--- src/rtl/fft_seq_pkg.sv ---
// Shared definitions for the FFT frame sequencer.
//   state_t     : FSM state encoding (also exported on state_dbg)
//   beat_cnt_w  : width of the output-beat counter for an N-point frame
package fft_seq_pkg;

   typedef enum logic [2:0] {
      ST_IDLE    = 3'd0,
      ST_LOAD    = 3'd1,
      ST_COMPUTE = 3'd2,
      ST_UNLOAD  = 3'd3,
      ST_DONE    = 3'd4
   } state_t;

   // One extra bit so the counter can represent N itself.
   function automatic int beat_cnt_w(input int n);
      return $clog2(n) + 1;
   endfunction

endpackage

--- src/rtl/fft_seq_watchdog.sv ---
// Per-stage cycle watchdog for the FFT frame sequencer.
//   clk, rst_n : clock, async active-low reset
//   clr        : restart the count at 0 (stage entry)
//   en         : count this cycle
//   expired    : count has reached LIMIT-1
module fft_seq_watchdog #(
   parameter int LIMIT = 4096
) (
   input  logic clk,
   input  logic rst_n,
   input  logic clr,
   input  logic en,
   output logic expired
);

   localparam int CW = (LIMIT > 1) ? $clog2(LIMIT) : 1;

   logic [CW-1:0] count;

   assign expired = (count == CW'(LIMIT - 1));

   // Saturates at LIMIT-1; the sequencer leaves the stage on that cycle anyway.
   always_ff @(posedge clk or negedge rst_n) begin
      if (!rst_n) begin
         count <= '0;
      end else if (clr) begin
         count <= '0;
      end else if (en && !expired) begin
         count <= count + 1'b1;
      end
   end

endmodule

--- src/rtl/fft_frame_sequencer.sv ---
// Frame controller for the radix-2 FFT path: load -> compute -> unload.
// Optional per-stage watchdog enabled by defining FFT_TIMEOUT_EN.
//
// state      | meaning
// -----------+---------------------------------------------
// IDLE    0  | waiting for frame_req
// LOAD    1  | loader running, waiting for load_done
// COMPUTE 2  | FFT core running, waiting for fft_done
// UNLOAD  3  | serializer running, counting N out_valid beats
// DONE    4  | one cycle: frame_done pulse, frame_cnt bumped
//
// Ports:
//   clk, rst_n                         clock, async active-low reset
//   frame_req, clr_err                 host request / sticky-error clear pulses
//   load_start/load_done               loader handshake
//   fft_start/fft_done                 FFT core handshake
//   out_start/out_valid                serializer handshake and beat strobe
//   busy, frame_done, frame_cnt        status
//   overrun, timeout                   sticky error flags
//   state_dbg                          current state encoding
module fft_frame_sequencer
   import fft_seq_pkg::*;
#(
   parameter int N           = 16,
   parameter int FCW         = 8,
   parameter int WDOG_CYCLES = 4096
) (
   input  logic           clk,
   input  logic           rst_n,
   input  logic           frame_req,
   input  logic           clr_err,
   output logic           load_start,
   input  logic           load_done,
   output logic           fft_start,
   input  logic           fft_done,
   output logic           out_start,
   input  logic           out_valid,
   output logic           busy,
   output logic           frame_done,
   output logic [FCW-1:0] frame_cnt,
   output logic           overrun,
   output logic           timeout,
   output logic [2:0]     state_dbg
);

   localparam int BW = beat_cnt_w(N);

   if (N < 2 || (N & (N - 1)) != 0) begin : g_bad_n
      $error("fft_frame_sequencer: N must be a power of two >= 2");
   end
   if (WDOG_CYCLES < 2) begin : g_bad_wdog
      $error("fft_frame_sequencer: WDOG_CYCLES must be >= 2");
   end

   state_t        state;
   logic [BW-1:0] beat_cnt;
   logic          last_beat;
   logic          advance;
   logic          abort;

   assign state_dbg = state;
   assign last_beat = (beat_cnt == BW'(N - 1));

   // The current stage's exit condition holds this cycle.
   always_comb begin
      advance = 1'b0;
      case (state)
         ST_IDLE:    advance = frame_req;
         ST_LOAD:    advance = load_done;
         ST_COMPUTE: advance = fft_done;
         ST_UNLOAD:  advance = out_valid && last_beat;
         ST_DONE:    advance = 1'b1;
         default:    advance = 1'b0;
      endcase
   end

`ifdef FFT_TIMEOUT_EN
   logic wd_en;
   logic wd_expired;

   assign wd_en = (state == ST_LOAD) || (state == ST_COMPUTE) || (state == ST_UNLOAD);
   assign abort = wd_en && wd_expired && !advance;

   // Every exit is also the next state's entry, so advance restarts the count.
   fft_seq_watchdog #(.LIMIT(WDOG_CYCLES)) u_wdog (
      .clk     (clk),
      .rst_n   (rst_n),
      .clr     (advance),
      .en      (wd_en),
      .expired (wd_expired)
   );
`else
   assign abort   = 1'b0;
   assign timeout = 1'b0;
`endif

   always_ff @(posedge clk or negedge rst_n) begin
      if (!rst_n) begin
         state      <= ST_IDLE;
         beat_cnt   <= '0;
         load_start <= 1'b0;
         fft_start  <= 1'b0;
         out_start  <= 1'b0;
         busy       <= 1'b0;
         frame_done <= 1'b0;
         frame_cnt  <= '0;
         overrun    <= 1'b0;
`ifdef FFT_TIMEOUT_EN
         timeout    <= 1'b0;
`endif
      end else begin
         load_start <= 1'b0;
         fft_start  <= 1'b0;
         out_start  <= 1'b0;
         frame_done <= 1'b0;

         // Later assignments win: a new error beats a simultaneous clear.
         if (clr_err) overrun <= 1'b0;
         if (frame_req && state != ST_IDLE) overrun <= 1'b1;
`ifdef FFT_TIMEOUT_EN
         if (clr_err) timeout <= 1'b0;
         if (abort)   timeout <= 1'b1;
`endif

         if (abort) begin
            state <= ST_IDLE;
            busy  <= 1'b0;
         end else begin
            case (state)
               ST_IDLE: if (frame_req) begin
                  state      <= ST_LOAD;
                  busy       <= 1'b1;
                  load_start <= 1'b1;
               end
               ST_LOAD: if (load_done) begin
                  state     <= ST_COMPUTE;
                  fft_start <= 1'b1;
               end
               ST_COMPUTE: if (fft_done) begin
                  state     <= ST_UNLOAD;
                  out_start <= 1'b1;
                  beat_cnt  <= '0;
               end
               ST_UNLOAD: if (out_valid) begin
                  if (last_beat) begin
                     state      <= ST_DONE;
                     frame_done <= 1'b1;
                     frame_cnt  <= frame_cnt + 1'b1;
                  end else begin
                     beat_cnt <= beat_cnt + 1'b1;
                  end
               end
               ST_DONE: begin
                  state <= ST_IDLE;
                  busy  <= 1'b0;
               end
               default: begin
                  state <= ST_IDLE;
                  busy  <= 1'b0;
               end
            endcase
         end
      end
   end

endmodule

--- config.mk ---
export PLATFORM = sky130hd
export DESIGN_NAME = fft_frame_sequencer
export DESIGN_NICKNAME = d
export VERILOG_FILES = /design/src/rtl/fft_seq_pkg.sv /design/src/rtl/fft_seq_watchdog.sv /design/src/rtl/fft_frame_sequencer.sv
export SDC_FILE = /design/constraint.sdc
export NUM_CORES = 1
export LEC_CHECK = 0
export ABC_AREA = 1
export CAP_MARGIN = 20
export CORE_UTILIZATION = 47
export CTS_CLUSTER_DIAMETER = 30
export DETAILED_ROUTE_END_ITERATION = 8
export GPL_ROUTABILITY_DRIVEN = 1
export PLACE_DENSITY = 0.83
export SYNTH_ARGS = -nofsm -noshare
export SYNTH_HDL_FRONTEND = slang
export SYNTH_HIERARCHICAL = 1
export SYNTH_SLANG_ARGS = --single-unit
--- constraint.sdc ---
create_clock -name clk -period 1.7 [get_ports clk]
set_input_delay 0.255 -clock clk [delete_from_list [all_inputs] [get_ports clk]]
set_output_delay 0.255 -clock clk [all_outputs]
set_load 0.01 [all_outputs]
==> run_results.csv <==
group,metric,value,unit
drt,ant_nets,0,
layout,fill_cells,186,
global_route,grt_max_degree,23,
floorplanning,initial_core_util,49.9,%
floorplanning,die-width,50.7,um
synth,ys_seq_elements,22,
worst_setup_path,slowest_stage,"sky130_fd_sc_hd__clkdlybuf4s50_1",
global_route,antenna_found_initial,0,
synth,synth.largest_area_cell,"sky130_fd_sc_hd__dfrtp_1",
power,total_leakage_power,0.722,nW
layout,n_antenna_cell,0,
clock_network,post-cts-setup-buffers,0,
layout,finalNetCount,175,
floorplanning,die_height,50.7,um
run_status,run_status,"finished clean",
placement,dpl_hpwl,1.77,mm
layout,final-seq-area,553,um2
timing,setup_total_negative_slack,0,ps
synth,post_synth_inst_count,137,
drt,vias_per_cell,5.04,
clock_network,clk_pin_slew,120,ps
synth,yosysWarningCount,6,
drt,detailedRoute.firstIterationViolations,20,
synth,synthDominantCellAreaShare,49.4,%
drt,dr.pass1.iters,4,
worst_setup_path,worst_r2r_path_depth,10,
synth,synth.lib_cells_used.distinct,23,
layout,area_occupied_by_multi_input_gates,492,um2
placement,port-buffer-count,23,
power,power_per_cell_area,1080,nW/um2
clock_network,clock_tree.htree_level_count,1,
timing,fmax,626,MHz
layout,share_of_the_core_filled_with_cells,64.0,%
placement,globalplace.congestion,0.910,
clock_network,cell_chosen_for_the_clock_root,"sky130_fd_sc_hd__clkbuf_4",
min_path,worst_hold_path_type,"input port to asynchronous set/reset pin",
power,ir_drop,0.000891,V
worst_setup_path,critical_path_fanouts_max,6,
timing,post-route-min-period,1600,ps
timing,rsz0062_at_grt,"no",
layout,syn2layout_area_growth,28.2,%
clock_network,cts_num_sinks,22,
drt,drc,0,
worst_setup_path,crit_arrival,1340,ps
worst_setup_path,critical_path.reg2reg.startpoint,"beat_cnt[1]$_DFFE_PN0P_",
worst_setup_path,reg2reg_slack,120,ps
timing,final_hold_viol_count,0,
layout,non_filler_instance_count_after_layout,192,
clock_network,worst_skew_pair.late_latency,300,ps
drt,routed-via-count,968,
synth,synth_fp_nets,147,
timing,drv_slew,0,
worst_setup_path,critPathMaxStageDelay,580,ps
timing,period_share,94.0,%
global_route,groute.usage.overall,20.0,%
layout,final_layout_size_suffix_gt1_share,12.2,%
floorplanning,rows,17,
power,fin_total_pwr,1.54,mW
global_route,first_global_vias,903,
worst_setup_path,regToRegEndpoint,"state_dbg[0]$_DFFE_PN0P_",
worst_setup_path,cell_family_with_the_largest_share_of_critical_path_delay,"buffers and inverters",
worst_setup_path,required,1440,ps
placement,place_inst,188,
floorplanning,design.core.area,2230,um2
clock_network,max-clock-path-buffers,2,
clock_network,cts_tree,"done",
drt,route.detailed.wl_per_inst,11.9,um
synth,synth_area,1110,um2
global_route,grt_first_pass_wirelength,3.88,mm
floorplanning,num_io_pins,25,
synth,netlist_top_cells_area,"sky130_fd_sc_hd__dfrtp_1 (49%), sky130_fd_sc_hd__nand2_1 (14%), sky130_fd_sc_hd__inv_1 (6.1%), sky130_fd_sc_hd__nor2_1 (5.1%), sky130_fd_sc_hd__nand3_1 (4.5%)",
clock_network,cts-buffers-inserted,3,
floorplanning,fp.dieArea,2570,um2
worst_setup_path,worstSetupStartpointType,"flip-flop",
global_route,globalRoute.totalOverflow,0,
timing,timing.clock.skew,5.49,ps
synth,synthesis.area_per_instance,8.14,um2
synth,synth_sequential_area_ratio,49.4,%
flow_run,drv_cap,0,
worst_setup_path,endpoint_kind,"primary output",
drt,totalWireLength,2.28,mm
worst_setup_path,cp_cell_sequence,"clkdlybuf4s50_1",
worst_setup_path,setup.worst_path.class,"flip-flop to primary output",
timing,finalSetupViolations,0,
worst_setup_path,cp_num_buf_inv,1,
-- Yosys cell counts --
master,n
sky130_fd_sc_hd__a31oi_1,1
sky130_fd_sc_hd__ha_1,3
sky130_fd_sc_hd__a21oi_2,1
sky130_fd_sc_hd__inv_1,18
sky130_fd_sc_hd__nand2_1,43
sky130_fd_sc_hd__conb_1,1
sky130_fd_sc_hd__nand2_2,2
sky130_fd_sc_hd__inv_2,2
sky130_fd_sc_hd__buf_4,1
sky130_fd_sc_hd__xnor2_1,1
sky130_fd_sc_hd__xor2_1,4
sky130_fd_sc_hd__o21ai_0,2
sky130_fd_sc_hd__nor3b_1,1
sky130_fd_sc_hd__dfrtp_1,22
sky130_fd_sc_hd__nand3_1,10
sky130_fd_sc_hd__nor2_1,15
sky130_fd_sc_hd__nor2_2,1
sky130_fd_sc_hd__nor2_4,2
sky130_fd_sc_hd__nand3_4,1
sky130_fd_sc_hd__nand4_1,3
sky130_fd_sc_hd__and2_1,1
sky130_fd_sc_hd__nor3_1,1
sky130_fd_sc_hd__nand3b_1,1
-- worst max path at each step --
stage / start / to / slack, ps / cells after the start
floorplan: beat_cnt[0]$_DFFE_PN0P_ / beat_cnt[1]$_DFFE_PN0P_ / 260 / 10
global placement: beat_cnt[0]$_DFFE_PN0P_ / beat_cnt[3]$_DFFE_PN0P_ / 200 / 10
detailed placement: beat_cnt[0]$_DFFE_PN0P_ / beat_cnt[1]$_DFFE_PN0P_ / 100 / 10
CTS: state_dbg[2]$_DFFE_PN0P_ / state_dbg[2] / 30 / 1
global route: beat_cnt[1]$_DFFE_PN0P_ / frame_cnt[7]$_DFFE_PN0P_ / 4 / 9
finish: state_dbg[0]$_DFFE_PN0P_ / state_dbg[0] / 100 / 1
-- report_power, final --
| group | internal (mW) | switching, mW | total (mW) |
|---|---|---|---|
| registers | 0.596 | 0.0728 | 0.669 |
| clock network | 0.131 | 0.154 | 0.285 |
| logic | 0.240 | 0.342 | 0.582 |
| total | 0.967 | 0.569 | 1.54 |
-- worst register-to-register path, stage by stage (launching register included) --
cell and delay [ps]:
sky130_fd_sc_hd__dfrtp_1 410, sky130_fd_sc_hd__ha_2 200, sky130_fd_sc_hd__nand2_1 70, sky130_fd_sc_hd__nor2_1 110, sky130_fd_sc_hd__ha_2 210, sky130_fd_sc_hd__inv_1 70, sky130_fd_sc_hd__nand2_2 100, sky130_fd_sc_hd__nand2_1 50
sky130_fd_sc_hd__nor2_1 120, sky130_fd_sc_hd__nand3_1 90, sky130_fd_sc_hd__nand2_1 80
-- stage by stage --
| step | hold slack, ps | setup WS (ps) | cell area, um2 |
|---|---|---|---|
| floorplan | -40.6 | 257 | 1110 |
| detailed placement | 476 | 95.2 | 1380 |
| CTS | 288 | 27.6 | 1420 |
| global route | 330 | 3.54 | 1430 |
| finish | 281 | 103 | 1430 |
| global placement | 467 | 204 | 1380 |
-- area by class of cell --
class,count,share of cell area [%]
Clock buffer,4,2.54
Inverter,20,5.25
Multi-Input combinational cell,94,34.4
Sequential cell,22,38.7
Tap cell,28,2.45
Timing Repair Buffer,24,16.6
-- flip-flops by register name, summed over array words and instances (netlist names) --
register	count
frame_cnt	8
beat_cnt	5
state_dbg	3
busy	1
fft_start	1
frame_done	1
load_start	1
out_start	1
overrun	1
-- per-layer routing --
layer	global-route usage [%]	share of wire (%)
met2	34.9	53
met5	0	0
met4	7.41	1.0
met1	25.6	42
met3	1.82	4.3
-- cell usage in the layout, fill, tap and decap left out, types with 2 or more instances in the layout --
master                             n
sky130_fd_sc_hd__nand2_1          41
sky130_fd_sc_hd__clkdlybuf4s50_1  23
sky130_fd_sc_hd__dfrtp_1          20
sky130_fd_sc_hd__inv_1            18
sky130_fd_sc_hd__nor2_1           15
sky130_fd_sc_hd__nand3_1          10
sky130_fd_sc_hd__nand2_2           4
sky130_fd_sc_hd__xor2_1            4
sky130_fd_sc_hd__nand4_1           3
sky130_fd_sc_hd__clkbuf_4          3
sky130_fd_sc_hd__nor2_4            2
sky130_fd_sc_hd__inv_2             2
sky130_fd_sc_hd__ha_2              2
sky130_fd_sc_hd__dfrtp_2           2
-- kinds of logic (layout without fill, tap and decap cells) --
kind of cell / count (synthesis) / after routing / share of synthesized area (%)
compound gates: 4 / 4 / 2.25
xor+xnor: 5 / 5 / 3.93
fa+ha+maj: 3 / 3 / 3.37
buf+inv: 21 / 48 / 7.41
flops: 22 / 22 / 49.4
other cells: 1 / 1 / 0.336
simple gates: 81 / 81 / 33.3
-- repair_timing --
item,in CTS,in global routing
gates resized for setup,0,7
endpoints found under the setup margin,0,11
hold buffers,0,0
Power figures use the tool's default switching activity.
